## src/rtl/bus_arbiter_pkg.sv

```systemverilog
// ---------------------------------------------------------------------------
// bus_arbiter_pkg
//   Shared constants and types for the system memory bus arbiter.
//   - MEM_ADDR_BUS / MEM_DATA_BUS : default bus widths
//   - HOLD_FLAG_BUS               : width of the stall request into ctrl
//   - MST_*                       : master index assignments
//   - bus_state_e                 : arbiter FSM state encoding
//   - idx_width()                 : width of a winner index for n masters
//   Optional feature macro: BUS_TIMEOUT_EN (used by bus_arbiter).
// ---------------------------------------------------------------------------
package bus_arbiter_pkg;

  localparam int MEM_ADDR_BUS  = 32;
  localparam int MEM_DATA_BUS  = 32;
  localparam int HOLD_FLAG_BUS = 1;

  // Master index map; lower index means higher priority.
  localparam int MST_DBG  = 0;  // debug / JTAG
  localparam int MST_EX   = 1;  // EX stage load/store
  localparam int MST_IF   = 2;  // IF stage fetch
  localparam int MST_UART = 3;  // UART loader

  // Watchdog counter width.
  localparam int TMO_W = 8;

  typedef enum logic {
    BUS_IDLE = 1'b0,
    BUS_BUSY = 1'b1
  } bus_state_e;

  // A single master still needs a 1-bit index so vectors never collapse to [-1:0].
  function automatic int idx_width(input int n);
    return (n > 1) ? $clog2(n) : 1;
  endfunction

endpackage

```

## src/rtl/bus_arbiter_prio_enc.sv

```systemverilog
// ---------------------------------------------------------------------------
// bus_arbiter_prio_enc
//   Fixed-priority encoder: the lowest set bit of the request vector wins.
//   Ports:
//     req_i   [NM-1:0]  request vector
//     valid_o           at least one request present
//     idx_o   [IW-1:0]  index of the winning request (0 when none)
// ---------------------------------------------------------------------------
module bus_arbiter_prio_enc #(
  parameter int NM = 4,
  parameter int IW = 2
) (
  input  logic [NM-1:0] req_i,
  output logic          valid_o,
  output logic [IW-1:0] idx_o
);

  always_comb begin
    valid_o = |req_i;
    idx_o   = '0;
    // Scan from the top down so the last hit, the lowest index, sticks.
    for (int k = NM - 1; k >= 0; k--) begin
      if (req_i[k]) begin
        idx_o = IW'(k);
      end
    end
  end

endmodule

```

## src/rtl/bus_arbiter.sv

```systemverilog
// ---------------------------------------------------------------------------
// bus_arbiter
//   Shares the single system memory bus between NM masters with fixed
//   priority (lowest index wins) and one transaction in flight.
//
//   Handshake (both sides): a requester raises req and holds it, with stable
//   fields, until it sees a one-cycle ack. The arbiter samples m_req_i only
//   in IDLE; in BUSY it drives s_req_o with the latched fields until s_ack_i.
//   s_ack_i is returned to the owner in the same cycle as m_ack_o[grant],
//   with m_rdata_o = s_rdata_i; m_rdata_o is 0 in every other cycle.
//
//   Ports:
//     clk, rst_n        clock, asynchronous active-low reset
//     m_req_i/m_we_i    per-master request and write enable
//     m_addr_i          per-master address, master k at [k*AW +: AW]
//     m_wdata_i         per-master write data, master k at [k*DW +: DW]
//     m_rdata_o         read data to the owner, qualified by m_ack_o
//     m_ack_o           one-cycle completion pulse to the owner
//     m_err_o           error qualifier for m_ack_o (watchdog expiry)
//     s_req_o/s_we_o    downstream request / write enable
//     s_addr_o/s_wdata_o downstream address / write data
//     s_rdata_i/s_ack_i downstream read data / completion pulse
//     bus_hold_flag_o   stall request to ctrl for masters in HOLD_MASK
//     dbg_state_o       current arbiter FSM state
//
//   Optional feature: define BUS_TIMEOUT_EN to add a watchdog that completes
//   a stalled access with m_err_o after TMO_CYC cycles in BUSY. Without it
//   m_err_o is never raised and BUSY waits for s_ack_i indefinitely.
// ---------------------------------------------------------------------------
module bus_arbiter
  import bus_arbiter_pkg::*;
#(
  parameter int              NM        = 4,
  parameter int              AW        = MEM_ADDR_BUS,
  parameter int              DW        = MEM_DATA_BUS,
  parameter logic [NM-1:0]   HOLD_MASK = NM'(4'b0110),
  parameter int              TMO_CYC   = 255
) (
  input  logic                     clk,
  input  logic                     rst_n,
  input  logic [NM-1:0]            m_req_i,
  input  logic [NM-1:0]            m_we_i,
  input  logic [NM*AW-1:0]         m_addr_i,
  input  logic [NM*DW-1:0]         m_wdata_i,
  output logic [DW-1:0]            m_rdata_o,
  output logic [NM-1:0]            m_ack_o,
  output logic                     m_err_o,
  output logic                     s_req_o,
  output logic                     s_we_o,
  output logic [AW-1:0]            s_addr_o,
  output logic [DW-1:0]            s_wdata_o,
  input  logic [DW-1:0]            s_rdata_i,
  input  logic                     s_ack_i,
  output logic [HOLD_FLAG_BUS-1:0] bus_hold_flag_o,
  output bus_state_e               dbg_state_o
);

  localparam int IW = idx_width(NM);

  // Configuration sanity checks, evaluated at elaboration only.
  if (NM < 1 || NM > 8) begin : g_bad_nm
    $error("bus_arbiter: NM must be in 1..8");
  end
  if (TMO_CYC < 1 || TMO_CYC > 255) begin : g_bad_tmo
    $error("bus_arbiter: TMO_CYC must be in 1..255");
  end

  // ---------------------------------------------------------------------
  // State
  // ---------------------------------------------------------------------
  bus_state_e    state_q, state_d;
  logic [IW-1:0] grant_q, grant_d;
  logic          we_q,    we_d;
  logic [AW-1:0] addr_q,  addr_d;
  logic [DW-1:0] wdata_q, wdata_d;

  // ---------------------------------------------------------------------
  // Arbitration: winner index and its request fields
  // ---------------------------------------------------------------------
  logic          win_valid;
  logic [IW-1:0] win_idx;
  logic          sel_we;
  logic [AW-1:0] sel_addr;
  logic [DW-1:0] sel_wdata;

  bus_arbiter_prio_enc #(
    .NM (NM),
    .IW (IW)
  ) u_prio_enc (
    .req_i   (m_req_i),
    .valid_o (win_valid),
    .idx_o   (win_idx)
  );

  always_comb begin
    sel_we    = 1'b0;
    sel_addr  = '0;
    sel_wdata = '0;
    for (int k = 0; k < NM; k++) begin
      if (win_idx == IW'(k)) begin
        sel_we    = m_we_i[k];
        sel_addr  = m_addr_i[k*AW +: AW];
        sel_wdata = m_wdata_i[k*DW +: DW];
      end
    end
  end

  // ---------------------------------------------------------------------
  // Completion: a slave ack, or (optionally) the watchdog firing
  // ---------------------------------------------------------------------
  logic tmo_hit;
  logic done;

  assign done = (state_q == BUS_BUSY) && (s_ack_i || tmo_hit);

`ifdef BUS_TIMEOUT_EN
  localparam logic [TMO_W-1:0] TMO_LIMIT = TMO_W'(TMO_CYC);

  logic [TMO_W-1:0] tmo_cnt_q, tmo_cnt_d;

  // Counter is 0 in the first BUSY cycle, so expiry lands TMO_CYC cycles in.
  // A slave ack in the expiry cycle takes precedence over the error.
  assign tmo_hit = (state_q == BUS_BUSY) && !s_ack_i && (tmo_cnt_q == TMO_LIMIT);

  always_comb begin
    tmo_cnt_d = '0;
    if (state_q == BUS_BUSY && !done) begin
      tmo_cnt_d = tmo_cnt_q + 1'b1;
    end
  end

  always_ff @(posedge clk or negedge rst_n) begin
    if (!rst_n) begin
      tmo_cnt_q <= '0;
    end else begin
      tmo_cnt_q <= tmo_cnt_d;
    end
  end
`else
  assign tmo_hit = 1'b0;
`endif

  // ---------------------------------------------------------------------
  // FSM: state register
  // ---------------------------------------------------------------------
  always_ff @(posedge clk or negedge rst_n) begin
    if (!rst_n) begin
      state_q <= BUS_IDLE;
      grant_q <= '0;
      we_q    <= 1'b0;
      addr_q  <= '0;
      wdata_q <= '0;
    end else begin
      state_q <= state_d;
      grant_q <= grant_d;
      we_q    <= we_d;
      addr_q  <= addr_d;
      wdata_q <= wdata_d;
    end
  end

  // ---------------------------------------------------------------------
  // FSM: next state and outputs
  // ---------------------------------------------------------------------
  always_comb begin
    state_d   = state_q;
    grant_d   = grant_q;
    we_d      = we_q;
    addr_d    = addr_q;
    wdata_d   = wdata_q;
    s_req_o   = 1'b0;
    m_ack_o   = '0;
    m_rdata_o = '0;
    m_err_o   = 1'b0;

    unique case (state_q)
      BUS_IDLE: begin
        // s_ack_i is deliberately ignored here.
        if (win_valid) begin
          state_d = BUS_BUSY;
          grant_d = win_idx;
          we_d    = sel_we;
          addr_d  = sel_addr;
          wdata_d = sel_wdata;
        end
      end

      BUS_BUSY: begin
        // Requests are not re-sampled; a withdrawn request still completes.
        s_req_o = 1'b1;
        if (done) begin
          state_d = BUS_IDLE;
          for (int k = 0; k < NM; k++) begin
            m_ack_o[k] = (grant_q == IW'(k));
          end
          if (s_ack_i) begin
            m_rdata_o = s_rdata_i;
          end else begin
            m_err_o = 1'b1;
          end
        end
      end

      default: begin
        state_d = BUS_IDLE;
      end
    endcase
  end

  // Latched fields stay on the downstream bus, stable for the whole access.
  assign s_we_o    = we_q;
  assign s_addr_o  = addr_q;
  assign s_wdata_o = wdata_q;

  // Stall ctrl while a core master waits or is being served, but not in its
  // own ack cycle, so the pipeline can advance on the ack edge. Forced low
  // during reset regardless of what the masters present.
  assign bus_hold_flag_o = rst_n & (|(m_req_i & HOLD_MASK & ~m_ack_o));

  assign dbg_state_o = state_q;

endmodule

```

## config.mk

```make
export PLATFORM = sky130hd
export DESIGN_NAME = bus_arbiter
export DESIGN_NICKNAME = d
export VERILOG_FILES = /design/src/rtl/bus_arbiter_pkg.sv /design/src/rtl/bus_arbiter_prio_enc.sv /design/src/rtl/bus_arbiter.sv
export SDC_FILE = /design/constraint.sdc
export NUM_CORES = 1
export LEC_CHECK = 0
export BUFFER_PORTS_ARGS = -buffer_cell sky130_fd_sc_hd__buf_4
export CORE_AREA = 5 5 154 156
export DETAILED_ROUTE_END_ITERATION = 7
export DIE_AREA = 0 0 159 161
export PLACE_DENSITY = 0.64
export SLEW_MARGIN = 10
export SYNTH_ARGS = -nofsm -noshare
export SYNTH_HDL_FRONTEND = slang
export SYNTH_SLANG_ARGS = --single-unit
```

## constraint.sdc

```tcl
create_clock -name clk -period 1.7 [get_ports clk]
set_input_delay 0.425 -clock clk [delete_from_list [all_inputs] [get_ports clk]]
set_output_delay 0.425 -clock clk [all_outputs]
set_load 0.02 [all_outputs]
```

==> impl_metrics.toml, run 1 <==
[pwr]
power.switching_mw = 4.88
switching_share_pct = 41.8
ir_drop_mv = 0.672
p_clk_share_pct = 19.9
power_density_nw_per_um2 = 1280
pwr-share-comb_pct = 54.9
power_frac_seq_pct = 25.2
leakagePower_nw = 4.62
intPower_mw = 6.79

[yosys]
ys_seq_area_share_pct = 32.2
ys_ff_latch = 68
ys_warn_count = 0
synthesis.area_sq_um = 5280
ys_types = 27
synthCells = 661
avgSynthCellArea_sq_um = 7.99
syn-num-nets = 960

[timing]
min_period_ps = 1820
hold_viol = 0
relSlewSlack_pct = 40.9
skew_ps = 8.45
fmax_ghz = 0.549
period_share_pct = 107
setup_slack_ps = -123
rsz0062_at_grt = "yes"
drv_slew = 0
whs_ps = 126
setup_viol = 35
tightest_slew_ps = 887

[critical_path]
r2r_slack_ps = 100
crit_chain = "nand2_4 > nor3_2 > o21a_1 > nor2_2 > buf_6"
critPathBufInv = 1
cpPeakStageDelay_ps = 510
cp_data_required_time_ps = 1270
r2r_cells = 6
reg2reg_from = "dbg_state_o$_DFF_PN0_"
startpoint = "dbg_state_o$_DFF_PN0_"
crit_path_end = "bus_hold_flag_o"
cp_max_fo = 5
critPathCaptureType = "primary output"
cp.arrival_ps = 1400
worstSetupPathDepth = 5
setup.worst_path.class = "reg -> out"
r2r_end = "s_we_o$_DFFE_PN0P_"
cp_slowest_cell = "dfrtp_4"
startpoint_type = "flop"
crit_family = "flip-flops"

[place]
dpl_cell_area_sq_um = 8680
portBuffers = 402
place_hpwl_um = 20700
gp_congestion = 0.884
pre_cts_slack_ps = -314

[grt]
grt_usage_pct = 20.2
grt_overflow = 0
grt_pass1_vias = 6799
grt_max_degree = 69
antenna_found_initial = 2
grt_pass1_wl_um = 41000

[clock_network]
clockBufferDepth = 2
cts_made_buffers = 9
clock_latency_ps = 330
root_buffer = "clkbuf_16"
tritoncts = "yes"
htree_levels = 3
cts.sinks = 68
clk_pin_slew_ps = 60

[detailed_routing]
vias_per_cell = 5.00
vias = 6612
post-route-drc-count = 0
drt_iter0_drc = 452
wl_um = 27700
wl_per_cell_um = 21.0
drt_pass1_iterations = 5
drtAntennaViolNets = 0

[status]
violations = "negative setup slack"
status = "complete, but fails checks"

[final_layout]
fin_area_sq_um = 9090
drive_gt1_share_pct = 48.6
num-nets-final = 1330
fill_cells = 2304
syn2layout_area_growth_pct = 72.3

[floorplanning]
die_height_um = 161
rows = 55
dieArea_sq_um = 25600
fp.dieW_um = 159
core_area_sq_um = 22200
io-pin-count = 404
start_util_pct = 23.7

[run]
drv_cap = 0

[min_path]
hold_path_class = "in -> async"
==> sequential cells by signal, summed over array words and instances (netlist names) <==
register	cells
dbg_state_o	1
grant_q	2
s_addr_o	32
s_wdata_o	32
s_we_o	1
==> logic make-up after synthesis <==
logic type / count (synthesis) / share of synthesized area (%)
buf+inv: 101 / 9.24
other cells: 1 / 0.0710
compound gates: 289 / 40.3
simple gates: 202 / 18.2
flops: 68 / 32.2
==> per-stage QoR <==
step                utilization, %  total power [mW]  cells  TNS [ps]
global route                  40.9              12.3   1322     -4210
CTS                           40.8              11.8   1319     -4000
floorplan                        -              6.34    661         0
detailed placement            39.1              9.37   1302     -7220
finish                        40.9              11.7   1322     -2190
global placement              39.1              9.28   1302     -6180
==> area by class of cell <==
class                   instances  area [sq um]  share of cell area [%]
clock inverters                 5           106                    1.17
diodes                          1          2.50                  0.0275
well taps                     285           357                    3.92
clock buffers                  11           253                    2.78
inverters                      24          90.1                   0.991
repair buffers                436          3460                    38.0
multi-input cells             492          3130                    34.4
flip-flops and latches         68          1710                    18.8
==> synth_stat cells <==
library cell / n / area share, %
a21oi_1: 131 / 12
dfrtp_1: 68 / 32
nand2_1: 67 / 4.8
nor2_1: 53 / 3.8
a2bb2oi_1: 45 / 7.5
nand2b_1: 45 / 5.3
o31ai_2: 40 / 9.5
clkbuf_1: 36 / 2.6
and3_1: 32 / 3.8
o31ai_1: 26 / 3.7
buf_2: 24 / 2.3
inv_1: 23 / 1.6
a211o_1: 20 / 3.3
a22oi_1: 20 / 2.8
buf_4: 13 / 1.8
buf_6: 4 / 0.85
a21o_1: 2 / 0.28
nor3_1: 2 / 0.19
o22a_1: 2 / 0.33
conb_1: 1 / 0.071
inv_2: 1 / 0.071
nand3_1: 1 / 0.095
nor2_2: 1 / 0.12
nor2b_1: 1 / 0.12
o21a_1: 1 / 0.14
o21ai_0: 1 / 0.095
o21ba_1: 1 / 0.19
==> worst min path at each step <==
stage,cells after the start,startpoint,end
after floorplan,0,rst_n,dbg_state_o$_DFF_PN0_
after global placement,2,s_wdata_o[24]$_DFFE_PN0P_,s_wdata_o[24]$_DFFE_PN0P_
after detailed placement,2,s_wdata_o[13]$_DFFE_PN0P_,s_wdata_o[13]$_DFFE_PN0P_
after CTS,2,rst_n,dbg_state_o$_DFF_PN0_
after global routing,2,rst_n,s_wdata_o[17]$_DFFE_PN0P_
final,2,rst_n,s_wdata_o[17]$_DFFE_PN0P_
==> layer usage <==
metal / vias to the layer above / global-route usage, % / share of wire, %
met5: - / 0 / 0.072
met4: 2 / 5.54 / 2.0
met3: 32 / 5.33 / 6.9
met2: 301 / 33.4 / 49
met1: 3161 / 26.2 / 42
li1: 3116 / - / -
==> timing repair <==
item	4_1_cts	5_1_grt
buffers inserted	1	2
pin swaps	1	1
hold buffers	0	0
endpoints found under the setup margin	26	48
gates resized for setup	3	5
==> worst reg2reg max path, stage by stage (launching register included) <==
cell	delay, ps
dfrtp_4	510
buf_4	180
buf_4	150
a21o_2	230
buf_12	180
nand2_1	130
o31ai_2	60
==> power groups by stage <==
| stage | clock [mW] | sequential (mW) | combinational [mW] |
|---|---|---|---|
| final | 2.33 | 2.94 | 6.41 |
| after global routing | 2.45 | 3.04 | 6.84 |
| after CTS | 2.39 | 2.93 | 6.45 |
| after detailed placement | 0 | 2.96 | 6.40 |
| after global placement | 0 | 2.95 | 6.34 |
| after floorplan | 0 | 3.81 | 2.52 |
==> placed cells by master (no fill, tap or decap), types with 22 or more instances in the layout <==
cell         n
inv_1       22
o31ai_1     25
a2bb2oi_1   45
and3_1      32
nand2_1     65
dfrtp_1     67
a21oi_1    131
nor2_1      52
o31ai_2     41
buf_4      420
nand2b_1    45
Power figures use the tool's default switching activity.
==> inputs of run 2 (changes only) <==
CTS_BUF_LIST = sky130_fd_sc_hd__clkbuf_8   (was not set)
SETUP_SLACK_MARGIN = 0.3   (was not set)
==> run 2 against run 1 <==
The run still ends with negative setup slack left. Wire length is 1.8% lower. Non-clock buffer count is 29 higher. Worst hold slack better by 9.1 ps. Largest power group unchanged. Clock power is 39% lower. Global-route usage hardly changed. Setup slack worse by 66 ps. First-iteration DRC count is 6.6% lower.
==> impl_metrics.toml, run 2 (synthesized netlist as in run 1, its figures left out) <==
[detailed_routing]
vias_per_cell = 5.01
wl_per_cell_um = 20.2
vias = 6757
drt_iter0_drc = 422
wl_um = 27200
drt_pass1_iterations = 5
drtAntennaViolNets = 0
post-route-drc-count = 0

[final_layout]
drive_gt1_share_pct = 54.4
num-nets-final = 1360
regArea_sq_um = 1710
diodes = 0
multi_input_area_sq_um = 3320
fin_util_pct = 43.1
fill_cells = 2250
syn2layout_area_growth_pct = 81.5
fin_area_sq_um = 9580
fin_cells = 1349
layout_common_cells = "buf_4 (420), a21oi_1 (130), dfrtp_1 (66)"
final_common_cell = "buf_4"

[clock_network]
cts.sinks = 68
clk_pin_slew_ps = 80
cts_made_buffers = 9
clockBufferDepth = 2
root_buffer = "clkbuf_8"
htree_levels = 3
clock_latency_ps = 360
tritoncts = "yes"
cts_hold_buf = 0

[pwr]
intPower_mw = 6.94
leakagePower_nw = 4.78
power.switching_mw = 5.19
switching_share_pct = 42.8
power_density_nw_per_um2 = 1270
total_power_mw = 12.1
pwr-share-comb_pct = 63.4
power_frac_seq_pct = 24.9
ir_drop_mv = 0.493
p_clk_share_pct = 11.8

[critical_path]
setup.worst_path.class = "reg -> out"
cp_max_fo = 5
startpoint_type = "flop"
reg2reg_from = "dbg_state_o$_DFF_PN0_"
critPathCaptureType = "primary output"
startpoint = "dbg_state_o$_DFF_PN0_"
cp.arrival_ps = 1460
cp_data_required_time_ps = 1270

[grt]
grt_overflow = 0
antenna_found_initial = 0
grt_max_degree = 45
grt_pass1_wl_um = 41500
grt_usage_pct = 20.2
grt_pass1_vias = 7142

[place]
place_hpwl_um = 20100
place_inst = 1315
pre_cts_slack_ps = -135
portBuffers = 402
gp_congestion = 0.872
dpl_cell_area_sq_um = 8880

[timing]
relSlewSlack_pct = 52.9
setup_tns_ps = -4180
period_share_pct = 111
setup_viol = 37
skew_ps = 16.1
whs_ps = 135
min_period_ps = 1890
setup_slack_ps = -189
drv_slew = 0
rsz0062_at_grt = "yes"
tightest_slew_ps = 706
fmax_ghz = 0.529
hold_viol = 0

[floorplanning]
rows = 55
die_height_um = 161
start_util_pct = 23.7
fp.dieW_um = 159
dieArea_sq_um = 25600
core_area_sq_um = 22200
io-pin-count = 404

[min_path]
hold_path_class = "in -> async"

[status]
violations = "negative setup slack"
status = "complete, but fails checks"

[run]
drv_cap = 0
run 2: cell count changes in the layout (fill, tap and decap cells not counted), sizes merged:
cell      change
buf          +29
bufinv        -2
clkinv        +1
clkinvlp      -1
diode         -1
o21ba         +1
run 2: cell type report:
cell class | count | area share, %
clock buffer | 11 | 1.58
clock inverter | 3 | 0.405
inverter | 24 | 0.940
multi-input combinational | 493 | 34.7
sequential | 68 | 17.8
tap | 285 | 3.72
timing repair buffer | 465 | 40.9
run 2: worst paths after layout:
kind                       slack [ps]  cells after the start                   endpoint
setup / recovery                 -190                      5            bus_hold_flag_o
hold / removal                    140                      2  s_wdata_o[17]$_DFFE_PN0P_
setup reg to reg                   80                      7   s_addr_o[21]$_DFFE_PN0P_
hold reg to reg                   480                      2    s_addr_o[0]$_DFFE_PN0P_
max in group asynchronous        1000                      2    s_addr_o[4]$_DFFE_PN0P_
min in group clk                  380                      3   s_addr_o[31]$_DFFE_PN0P_
run 2: critical path, stage by stage, from the launching register on:
cell	delay, ps
dfrtp_4	530
nand2_4	90
nor3_4	40
o21a_1	190
nor2_4	120
buf_6	130
run 2: metal layers:
| layer | vias to the layer above | track usage (%) | routed length, um |
|---|---|---|---|
| met5 | - | 0 | 0 |
| met4 | 0 | 6.44 | 638 |
| met3 | 42 | 5.66 | 2220 |
| met2 | 341 | 34.8 | 13500 |
| met1 | 3193 | 24.4 | 10900 |
| li1 | 3181 | - | - |
run 2: power by group through the flow:
stage | registers (mW) | logic [mW] | clock network [mW]
5_1_grt | 3.11 | 8.20 | 1.53
3_3_place_gp | 2.94 | 6.47 | 0
2_1_floorplan | 3.83 | 2.70 | 0
6_report | 3.02 | 7.69 | 1.43
4_1_cts | 2.99 | 7.60 | 1.49
3_5_place_dp | 2.97 | 6.53 | 0
run 2: repair_timing:
action / CTS / global route
pin swaps: 2 / 0
buffers inserted: 10 / 3
cloned: 7 / 0
resized for setup: 44 / 22
setup endpoints to repair: 107 / 110
==> inputs of run 3 (changes only) <==
--- a/config.mk
+++ b/config.mk
@@ -7,8 +7,8 @@
 export LEC_CHECK = 0
 export BUFFER_PORTS_ARGS = -buffer_cell sky130_fd_sc_hd__buf_4
-export CORE_AREA = 5 5 154 156
+export CORE_AREA = 5 5 153 155
 export CTS_BUF_LIST = sky130_fd_sc_hd__clkbuf_8
 export DETAILED_ROUTE_END_ITERATION = 7
-export DIE_AREA = 0 0 159 161
+export DIE_AREA = 0 0 158 160
 export PLACE_DENSITY = 0.64
 export SETUP_SLACK_MARGIN = 0.3
==> constraint.sdc (replaced) <==
create_clock -name clk -period 1.7 [get_ports clk]
set_input_delay 0.17 -clock clk [delete_from_list [all_inputs] [get_ports clk]]
set_output_delay 0.17 -clock clk [all_outputs]
set_load 0.02 [all_outputs]
==> run 3 against run 2 <==
The run now ends clean. Clock power decreased by 14%. Sequential power decreased by 2%. Cell area decreased by 4.5%. Setup slack improved by 260 ps. Global-route usage decreased by 0.34 points. Cell count decreased by 2.2%. Sequential cell count unchanged. Count of clock-buffer cells in the layout decreased by 1. Wire length increased by 0.68%. Sequential share of layout area increased by 0.82 points. Worst hold slack improved by 1.2 ps. Utilization decreased by 0.91 points. Largest power group unchanged. Highest routed layer is now met5.
==> impl_metrics.toml, run 3 (synthesized netlist as in run 1, its figures left out) <==
[floorplanning]
rows = 54
dieArea_sq_um = 25300
start_util_pct = 24.3
fp.dieW_um = 158
die_height_um = 160
core_area_sq_um = 21700
io-pin-count = 404

[timing]
rsz0062_at_grt = "yes"
period_share_pct = 96.0
setup_slack_ps = 68.7
skew_ps = 10.1
whs_ps = 136
tightest_slew_ps = 648
setup_tns_ps = 0
setup_viol = 0
hold_viol = 0
relSlewSlack_pct = 56.7
fmax_ghz = 0.613
min_period_ps = 1630
drv_slew = 0

[place]
pre_cts_slack_ps = -132
portBuffers = 402
place_hpwl_um = 19400
gp_congestion = 0.840
place_inst = 1291

[critical_path]
critPathBufInv = 1
cp_data_required_time_ps = 1530
crit_chain = "nand2_2 > nor3_2 > o21a_1 > nor2_1 > buf_4"
critPathCaptureType = "primary output"
setup.worst_path.class = "reg -> out"
crit_family = "flip-flops"
startpoint_type = "flop"
cp.arrival_ps = 1460
cp_slowest_cell = "dfrtp_4"
cp_max_fo = 5
cpPeakStageDelay_ps = 530

[min_path]
hold_path_class = "in -> reg"

[grt]
antenna_found_initial = 1
grt_max_degree = 69
grt_pass1_wl_um = 39000
grt_pass1_vias = 6778
grt_overflow = 0
grt_usage_pct = 19.8

[clock_network]
clock_latency_ps = 360
htree_levels = 3
clk_pin_slew_ps = 80
tritoncts = "yes"
cts.sinks = 68
root_buffer = "clkbuf_8"
clockBufferDepth = 2
cts_made_buffers = 9

[detailed_routing]
drt_pass1_iterations = 4
wl_per_cell_um = 20.8
vias = 6646
post-route-drc-count = 0
vias_per_cell = 5.04
wl_um = 27400
drtAntennaViolNets = 0
drt_iter0_drc = 396

[pwr]
power_density_nw_per_um2 = 1250
power.switching_mw = 5.08
p_clk_share_pct = 10.7
intPower_mw = 6.33
ir_drop_mv = 0.545
total_power_mw = 11.4
power_frac_seq_pct = 25.9
pwr-share-comb_pct = 63.3
switching_share_pct = 44.5
leakagePower_nw = 4.62

[status]
status = "complete, no violations"

[final_layout]
diodes = 0
layout_common_cells = "buf_4 (414), a21oi_1 (131), dfrtp_1 (67)"
num-nets-final = 1335
final_common_cell = "buf_4"
fin_cells = 1319
drive_gt1_share_pct = 51.2
syn2layout_area_growth_pct = 73.4

[run]
drv_cap = 0
-- run 3: cell count changes in the layout (fill, tap and decap cells not counted), sizes merged --
cell         previous run  this run
buf                   465       435
o21ba                   2         1
clkbuf                 11        14
dlygate4sd3             0         1
clkinv                  1         3
bufinv                  1         0
a21o                    2         3
-- run 3: worst paths after layout --
path                                          start                       end  slack (ps)  cells past startpoint
setup / recovery              dbg_state_o$_DFF_PN0_           bus_hold_flag_o          70                      5
hold / removal                         m_addr_i[42]  s_addr_o[10]$_DFFE_PN0P_         140                      3
setup reg to reg              dbg_state_o$_DFF_PN0_  s_addr_o[19]$_DFFE_PN0P_         170                      6
hold reg to reg            s_addr_o[22]$_DFFE_PN0P_  s_addr_o[22]$_DFFE_PN0P_         480                      2
max in group asynchronous                     rst_n     dbg_state_o$_DFF_PN0_         860                      3
min in group asynchronous                     rst_n  s_addr_o[20]$_DFFE_PN0P_         480                      3
-- run 3: repair_timing --
item	in CTS	in global routing
setup buffers	4	1
resized for setup	7	39
gates cloned	1	7
pin swaps	0	1
endpoints found under the hold margin	68	0
endpoints found under the setup margin	40	105
hold buffers	1	0
-- run 3: layout make-up --
class	count	area [sq um]
fillers	2233	12500
repair buffers	440	3620
multi-input cells	493	3230
flip-flops and latches	68	1710
well taps	280	350
clock buffers	10	138
inverters	24	90.1
clock inverters	4	18.8
-- run 3: power groups by stage --
stage          registers, mW  clock network, mW  logic (mW)
2_1_floorplan           3.82                  0        2.52
3_3_place_gp            2.91                  0        6.36
3_5_place_dp            2.94                  0        6.40
4_1_cts                 2.91               1.28        6.63
5_1_grt                 3.06               1.34        7.71
6_report                2.96               1.23        7.22
-- run 3: per-layer routing --
layer  track usage, %  up-vias  part of all wire, %
li1                 -     3129                    -
met1             23.8     3174                   40
met2             34.4      295                   50
met3             4.57       46                  7.5
met4             7.29        2                  3.0
met5                0        -                0.047
-- run 3: stage by stage --
step,cell area [sq um],util [%]
after floorplan,5290,-
after global placement,8630,39.8
after detailed placement,8630,39.8
after CTS,8890,41.0
after global routing,9150,42.2
final,9150,42.2
-- run 3: tightest hold or removal path, delay by kind of cell --
family	cells	cell delay [ps]
AO/OA/AOI/OAI	2	220
buffers and inverters	1	80
